**config.mk**
```make
export PLATFORM = sky130hd
export DESIGN_NAME = ysyx_25020037_ifu
export DESIGN_NICKNAME = d
export VERILOG_FILES = /design/src/rtl/ysyx_25020037_ifu_pkg.sv /design/src/rtl/ysyx_25020037_ifu.sv
export SDC_FILE = /design/constraint.sdc
export NUM_CORES = 1
export LEC_CHECK = 0
export ABC_AREA = 0
export CORE_ASPECT_RATIO = 0.9
export CORE_UTILIZATION = 30
export DETAILED_ROUTE_END_ITERATION = 10
export PLACE_DENSITY = 0.57
export SLEW_MARGIN = 10
export SYNTH_ARGS = -nofsm -noshare
export SYNTH_HDL_FRONTEND = slang
export SYNTH_SLANG_ARGS = --single-unit
```
**constraint.sdc**
```tcl
create_clock -name clk -period 5.86 [get_ports clk]
set_input_delay 0.879 -clock clk [delete_from_list [all_inputs] [get_ports clk]]
set_output_delay 0.879 -clock clk [all_outputs]
set_load 0.02 [all_outputs]
```
**src/rtl/ysyx_25020037_ifu_pkg.sv**
```systemverilog
// Shared IFU configuration: bus width, reset PC, AXI response codes and FSM states.
package ysyx_25020037_ifu_pkg;

    localparam int unsigned FU_TO_DU_BUS_WD  = 64;
    localparam logic [31:0] RESET_PC_DEFAULT = 32'h3000_0000;
    localparam logic [1:0]  RESP_OKAY        = 2'b00;

    typedef enum logic [1:0] {
        IFU_ISSUE  = 2'd0,
        IFU_WAIT_R = 2'd1,
        IFU_HOLD   = 2'd2
    } ifu_state_e;

    // Sequential fetch step; wraps modulo 2^32.
    function automatic logic [31:0] next_seq_pc(input logic [31:0] pc);
        return pc + 32'd4;
    endfunction

endpackage

```
**src/rtl/ysyx_25020037_ifu.sv**
```systemverilog
// Instruction fetch unit: one outstanding AXI4-Lite read, {pc, inst} handed to
// decode over valid/ready, redirectable from execute.
// Optional performance counters are built when YSYX_25020037_IFU_PERF_EN is defined.
module ysyx_25020037_ifu
    import ysyx_25020037_ifu_pkg::*;
#(
    parameter logic [31:0] RESET_PC = RESET_PC_DEFAULT
) (
    input  logic                       clk,
    input  logic                       rst,
    input  logic                       idu_ready,
    output logic                       ifu_valid,
    output logic [FU_TO_DU_BUS_WD-1:0] fu_to_du_bus,
    input  logic                       exu_dnpc_valid,
    input  logic [31:0]                exu_dnpc,
    output logic [31:0]                araddr,
    output logic                       arvalid,
    input  logic                       arready,
    input  logic [31:0]                rdata,
    input  logic [1:0]                 rresp,
    input  logic                       rvalid,
    output logic                       rready,
    output logic                       ifu_access_fault,
    output logic [31:0]                perf_fetch_cnt,
    output logic [31:0]                perf_stall_cnt
);

    ifu_state_e  state;
    logic [31:0] pc;
    // Address presented on AR; kept separate from pc so a redirect cannot
    // change an address that is already being offered.
    logic [31:0] issue_addr;
    // Set when the in-flight response belongs to a fetch cancelled by a redirect.
    logic        drop;

    assign arvalid = (state == IFU_ISSUE);
    assign rready  = (state == IFU_WAIT_R);
    assign araddr  = issue_addr;

    // Fetch FSM, pc, output register and fault flag.
    always_ff @(posedge clk or posedge rst) begin
        if (rst) begin
            state            <= IFU_ISSUE;
            pc               <= RESET_PC;
            issue_addr       <= RESET_PC;
            drop             <= 1'b0;
            ifu_valid        <= 1'b0;
            fu_to_du_bus     <= '0;
            ifu_access_fault <= 1'b0;
        end else begin
            unique case (state)
                IFU_ISSUE: begin
                    // AR cannot be withdrawn: let it complete and discard its data.
                    if (exu_dnpc_valid) begin
                        pc   <= exu_dnpc;
                        drop <= 1'b1;
                    end
                    if (arready) begin
                        state <= IFU_WAIT_R;
                    end
                end
                IFU_WAIT_R: begin
                    if (rvalid) begin
                        if (exu_dnpc_valid) begin
                            pc         <= exu_dnpc;
                            issue_addr <= exu_dnpc;
                            drop       <= 1'b0;
                            state      <= IFU_ISSUE;
                        end else if (drop) begin
                            issue_addr <= pc;
                            drop       <= 1'b0;
                            state      <= IFU_ISSUE;
                        end else begin
                            fu_to_du_bus <= {pc, rdata};
                            ifu_valid    <= 1'b1;
                            state        <= IFU_HOLD;
                            if (rresp != RESP_OKAY) begin
                                ifu_access_fault <= 1'b1;
                            end
                        end
                    end else if (exu_dnpc_valid) begin
                        pc   <= exu_dnpc;
                        drop <= 1'b1;
                    end
                end
                IFU_HOLD: begin
                    if (exu_dnpc_valid) begin
                        pc         <= exu_dnpc;
                        issue_addr <= exu_dnpc;
                        ifu_valid  <= 1'b0;
                        state      <= IFU_ISSUE;
                    end else if (idu_ready) begin
                        pc         <= next_seq_pc(pc);
                        issue_addr <= next_seq_pc(pc);
                        ifu_valid  <= 1'b0;
                        state      <= IFU_ISSUE;
                    end
                end
                default: begin
                    state <= IFU_ISSUE;
                end
            endcase
        end
    end

`ifdef YSYX_25020037_IFU_PERF_EN
    logic [31:0] fetch_cnt;
    logic [31:0] stall_cnt;

    // Count accepted instructions (a same-cycle redirect cancels the handoff) and stalls.
    always_ff @(posedge clk or posedge rst) begin
        if (rst) begin
            fetch_cnt <= '0;
            stall_cnt <= '0;
        end else begin
            if (ifu_valid && idu_ready && !exu_dnpc_valid) begin
                fetch_cnt <= fetch_cnt + 32'd1;
            end
            if (ifu_valid && !idu_ready) begin
                stall_cnt <= stall_cnt + 32'd1;
            end
        end
    end

    assign perf_fetch_cnt = fetch_cnt;
    assign perf_stall_cnt = stall_cnt;
`else
    assign perf_fetch_cnt = '0;
    assign perf_stall_cnt = '0;
`endif

endmodule

```
# After elaboration in Yosys (flattened, before gate mapping)
# Cells that the tools add are included.
[word_totals]
regBits = 133
latch_bits = 0
mem_bits_rw = 0
mem_bits_ro = 0
out_inout_bits = 164
word_cells = 55
n_memories = 0
[classes]
add_sub_neg = 1
multipliers = 0
div = 0
order_cmp = 0
n_eq_ne = 9
n_shift = 0
n_mux = 24
n_bitwise = 2
reduce_logical = 12
[ops]
columns = ["op", "count"]
rows = [
  ["two-way mux 32 bit", 6],
  ["case mux 32 bit (2 select lines)", 2],
  ["adder 32 x 3 -> 32 bit, second input constant", 1],
  ["two-way mux 2 bit", 6],
  ["AND reduction 5 bit", 2],
  ["AND reduction 4 bit", 2],
  ["nonzero test 2 bit", 4],
  ["two-way mux 1 bit", 7],
  ["!= test 2 bit, second input constant", 3],
  ["case mux 2 bit (3 select lines)", 1],
  ["AND reduction 3 bit", 2],
  ["!= test 2 x 1 -> 1 bit, second input constant", 2],
  ["case mux 1 bit (2 select lines)", 2],
  ["!= test 3 x 2 -> 1 bit, second input constant", 1],
  ["!= test 3 bit, second input constant", 1],
  ["equality test 2 x 1 -> 1 bit, second input constant", 1],
  ["equality test 2 bit, second input constant", 1],
  ["zero test 2 bit", 1],
  ["inverter 1 bit", 2],
  ["OR reduction 2 bit", 1],
]

# Depth between registers and ports, before layout
[logic_depth]
depth_word = 4
ltp_mapped = 10
mapped_depth_nobuf = 7

# Worst setup path after synthesis
# Ideal clock, no wire load.
[synth_path]
kind = "input to register"
from = "input port exu_dnpc_valid"
to = "register issue_addr[26], in the netlist araddr[26]"
setup_time_ps = 131
arrival_time_ps = 2212
path_slack_ps = 3517
stages = 7
n_path_buf = 2
path_cell_list = "buf_6 -> or3b_2 -> nand4_2 -> nand2b_1 -> buf_4 -> nor4_1 -> or3_1"
[synth_via]
elab_chain_len = 3
word_cells_on_any_way = 7
[synth_rtl]
columns = ["item", "line_no", "text"]
rows = [
  ["from (decl)", "ysyx_25020037_ifu.sv:14", "input logic exu_dnpc_valid,"],
  ["two-way mux 32 bit", "ysyx_25020037_ifu.sv:64", "if (exu_dnpc_valid) begin"],
  ["two-way mux 32 bit", "ysyx_25020037_ifu.sv:63", "if (rvalid) begin"],
  ["case mux 32 bit (2 select lines)", "ysyx_25020037_ifu.sv:51", "unique case (state)"],
  ["to (signal assigned)", "ysyx_25020037_ifu.sv:66", "issue_addr <= exu_dnpc;"],
  ["to (signal assigned)", "ysyx_25020037_ifu.sv:70", "issue_addr <= pc;"],
  ["to (signal assigned)", "ysyx_25020037_ifu.sv:89", "issue_addr <= exu_dnpc;"],
  ["to (decl)", "ysyx_25020037_ifu.sv:32", "logic [31:0] issue_addr;"],
]
# Parallel ways exist; a longest one is shown, timed or not. The select of a mux whose other input is x is not followed.
# A chain may end at the register's enable or synchronous reset.

# Worst setup path after layout
[layout_path]
from = "register state[0]"
to = "register pc[30]"
[layout_via]
elab_chain_len = 4
word_cells_on_any_way = 9
[layout_rtl]
columns = ["item", "line_no", "text"]
rows = [
  ["from (decl)", "ysyx_25020037_ifu.sv:28", "ifu_state_e state;"],
  ["from (signal assigned)", "ysyx_25020037_ifu.sv:43", "state <= IFU_ISSUE;"],
  ["from (signal assigned)", "ysyx_25020037_ifu.sv:59", "state <= IFU_WAIT_R;"],
  ["from (signal assigned)", "ysyx_25020037_ifu.sv:68", "state <= IFU_ISSUE;"],
  ["equality test 2 x 1 -> 1 bit / zero test 2 bit (equally long branches)", "ysyx_25020037_ifu.sv:51", ""],
  ["OR reduction 2 bit (no line)", "n/a", ""],
  ["!= test 2 x 1 -> 1 bit (no line) / nonzero test 2 bit (equally long branches)", "n/a", ""],
  ["AND reduction 3 bit (no line)", "n/a", ""],
  ["to (signal assigned)", "ysyx_25020037_ifu.sv:55", "pc <= exu_dnpc;"],
  ["to (signal assigned)", "ysyx_25020037_ifu.sv:65", "pc <= exu_dnpc;"],
  ["to (signal assigned)", "ysyx_25020037_ifu.sv:82", "pc <= exu_dnpc;"],
  ["to (decl)", "ysyx_25020037_ifu.sv:29", "logic [31:0] pc;"],
]
# Parallel ways exist; a longest one is shown, timed or not.

==> flow_metrics.tcl <==
set metrics [dict create \
    synthAdderAreaFrac_pct 0.845 \
    cp-end-kind "flip-flop" \
    cap_violations 0 \
    nets 958 \
    drt_wl_total_um 21900 \
    slowest_stage "nor2_4" \
    routed-wl-met2_um 9140 \
    die-area_mm2 0.0253 \
    cts_root_buf "clkbuf_16" \
    cts_buffers 17 \
    post_cts_buffers 0 \
    first_pass_iters 5 \
    wl_met1_um 11000 \
    path_delay_family "simple AND/OR/NAND/NOR gates" \
    grt-ovfl-total 0 \
    grt_max_degree 90 \
    post_synth_mux_area_share_pct 12.2 \
    port_buffers 171 \
    ir_drop_mv 0.242 \
    cts_tree "built" \
    path_buf_inv 2 \
    synthXorXnorAreaFrac_pct 2.01 \
    multiInputGateArea_mm2 0.00351 \
    io_pins 236 \
    syn_avg_cell_area_um2 9.95 \
    max_stage_delay_ps 880 \
    finalCritPeriodShare_pct 58.4 \
    hold_viol 0 \
    maxSlewViolCount 0 \
    clkLatencyLatePin_ps 420 \
    ys.flop_type "dfrtp_1" \
    crit_path_start_kind "flip-flop" \
    hpwl_um 15300 \
    drc 0 \
    cts.sinks 133 \
    vias 6018 \
    die_x_um 168 \
    grt_pass1_vias 5598 \
    cp_data_required_time_ps 6190 \
    core_area_mm2 0.0243 \
    grt_pass1_wl_um 33700 \
    syn_inst 744 \
    rows 54 \
    clock.fmax_mhz 292 \
    antenna_found_initial 0 \
    worst_slew_pin_slew_ps 1030 \
    clockBufferDepth 2 \
    top_layer "met4" \
    synth_compound_area_share_pct 13.1 \
    synth_edf_count 0 \
    ys_types 63 \
    wire_per_inst_um 18.2 \
    die_h_um 151 \
    setup_viol 0 \
    synth_seq_cells 133 \
    skew_ps 7.41 \
    gp_congestion 0.862 \
    min_period_ps 3420 \
    worstHoldPathType "flip-flop to flip-flop" \
    antennaDiodeCount 0 \
    start_util_pct 30.5 \
    whs_ps 484 \
    power_density_mw_per_mm2 579 \
    yosys_warnings 0 \
    postRouteAntennaNets 0 \
    cp_data_arrival_time_ps 3750 \
    cp_common_cell "inv_1" \
    regArea_mm2 0.00333 \
    syn_to_final_growth_pct 30.6 \
    path_cells "inv_1 > ha_1 > inv_1 > nor2_4 > nand3_2 > or3_1 > o211ai_1" \
    cts_hold_buffers 0 \
    post_cts_resized 0 \
    wl_met3_um 1500 \
    grtUsageTotal_pct 17.4 \
    path_clk_slew_ps 60 \
    crit_type "flip-flop to flip-flop" \
    grt_setup_unrepaired "no" \
    status "completed" \
    viasPerCell 5.01 \
    synth_top_family_by_area "simple AND/OR/NAND/NOR gates" \
    max-slew-margin-rel_pct 31.0 \
    drtIter0Drc 495 \
    fillers 2383 \
    power.leakage_nw 3.85 \
    htreeDepth 4 \
    tns_ps 0 \
    seq_area_frac_synth_pct 45.0 \
    syn_area_mm2 0.00740 \
    final_layout_size_suffix_gt1_share_pct 15.2 \
    path_max_fanout 48 \
    synthArstFlopShare_pct 100 \
    yosys.area_share.simple_pct 15.7 \
]
-- power by group --
group	internal [mW]	switching (mW)	total, mW
logic	1.20	1.37	2.58
clock network	0.716	0.447	1.16
registers	1.39	0.473	1.86
total	3.30	2.29	5.60
-- registers in the layout (all words and copies together) (netlist names) --
signal / flops
ifu_access_fault: 1
pc: 32
drop: 1
state: 2
ifu_valid: 1
araddr: 32
fu_to_du_bus: 64
-- through the flow --
stage	cells	worst slack [ps]	power, mW	util (%)	cell area [um2]
after floorplan	807	1430	3.37	-	7640
after global placement	1170	2310	4.43	37.3	9040
after detailed placement	1170	2280	4.45	37.3	9040
after CTS	1202	2480	5.64	39.8	9670
after global routing	1202	2200	5.93	39.8	9670
final	1202	2440	5.60	39.8	9670
-- cell families after synthesis --
family	Yosys count
AND/OR/NAND/NOR	223
AO/OA/AOI/OAI	149
buffers and inverters	134
flip-flops	133
multiplexers	82
XOR/XNOR	17
adder cells (fa/ha/maj)	5
other	1
-- tightest hold or removal path, delay by kind of cell (launching register included) --
kind | cells | cell delay, ps
DFF | 1 | 340
AOI/OAI and AO/OA | 1 | 60
and+or+nand+nor | 1 | 50
-- cells in the mapped netlist (14+ instances only) --
cell type    n  area, um2
buf_4       70        526
nor2_1      39        146
clkbuf_1    26       97.6
dfrtp_1    129       3230
buf_2       24        120
nand2_1     69        259
a21oi_1     38        190
mux2_2      68        766
o21ai_0     35        175
nand4_1     14       87.6
nand3_1     32        160
mux2i_1     14        140
-- layout by cell type (no fill, tap or decap), types with 9 or more instances in the layout --
master             n
nor2_1            38
a21oi_1           37
conb_1            64
o211ai_1          11
nand4_1           14
xnor2_1           11
clkbuf_16         17
o21ai_0           35
dfrtp_1          129
mux2i_1           14
nand2_1           69
o22a_1            11
clkdlybuf4s50_1  170
mux2_2            68
buf_4              9
nand3_1           32
nor4_1            12
nor3_1            12
-- metal layers --
metal  GRT usage [%]  vias to the layer above
met2            24.8                      275
li1                -                     2808
met5               0                        -
met1            26.0                     2918
met4            3.62                        0
met3            4.68                       17
-- worst paths after layout --
path / slack, ps / end / start / cells past startpoint
setup / recovery: 2440 / pc[30] / state[0] / 7
hold / removal: 480 / araddr[4] / araddr[4] / 2
setup reg to reg: 2440 / pc[30] / state[0] / 7
hold reg to reg: 480 / araddr[4] / araddr[4] / 2
max in group asynchronous: 3720 / araddr[8] / rst / 3
min in group asynchronous: 1000 / ifu_access_fault / rst / 2
-- layout make-up --
cell class / count / area share (%)
Sequential cell: 133 / 34.5
Clock buffer: 17 / 4.40
Multi-Input combinational cell: 540 / 36.3
Inverter: 9 / 0.401
Tap cell: 308 / 3.99
Timing Repair Buffer: 180 / 18.4
Clock inverter: 15 / 2.10
No activity file was read; power rests on OpenSTA's default activity.
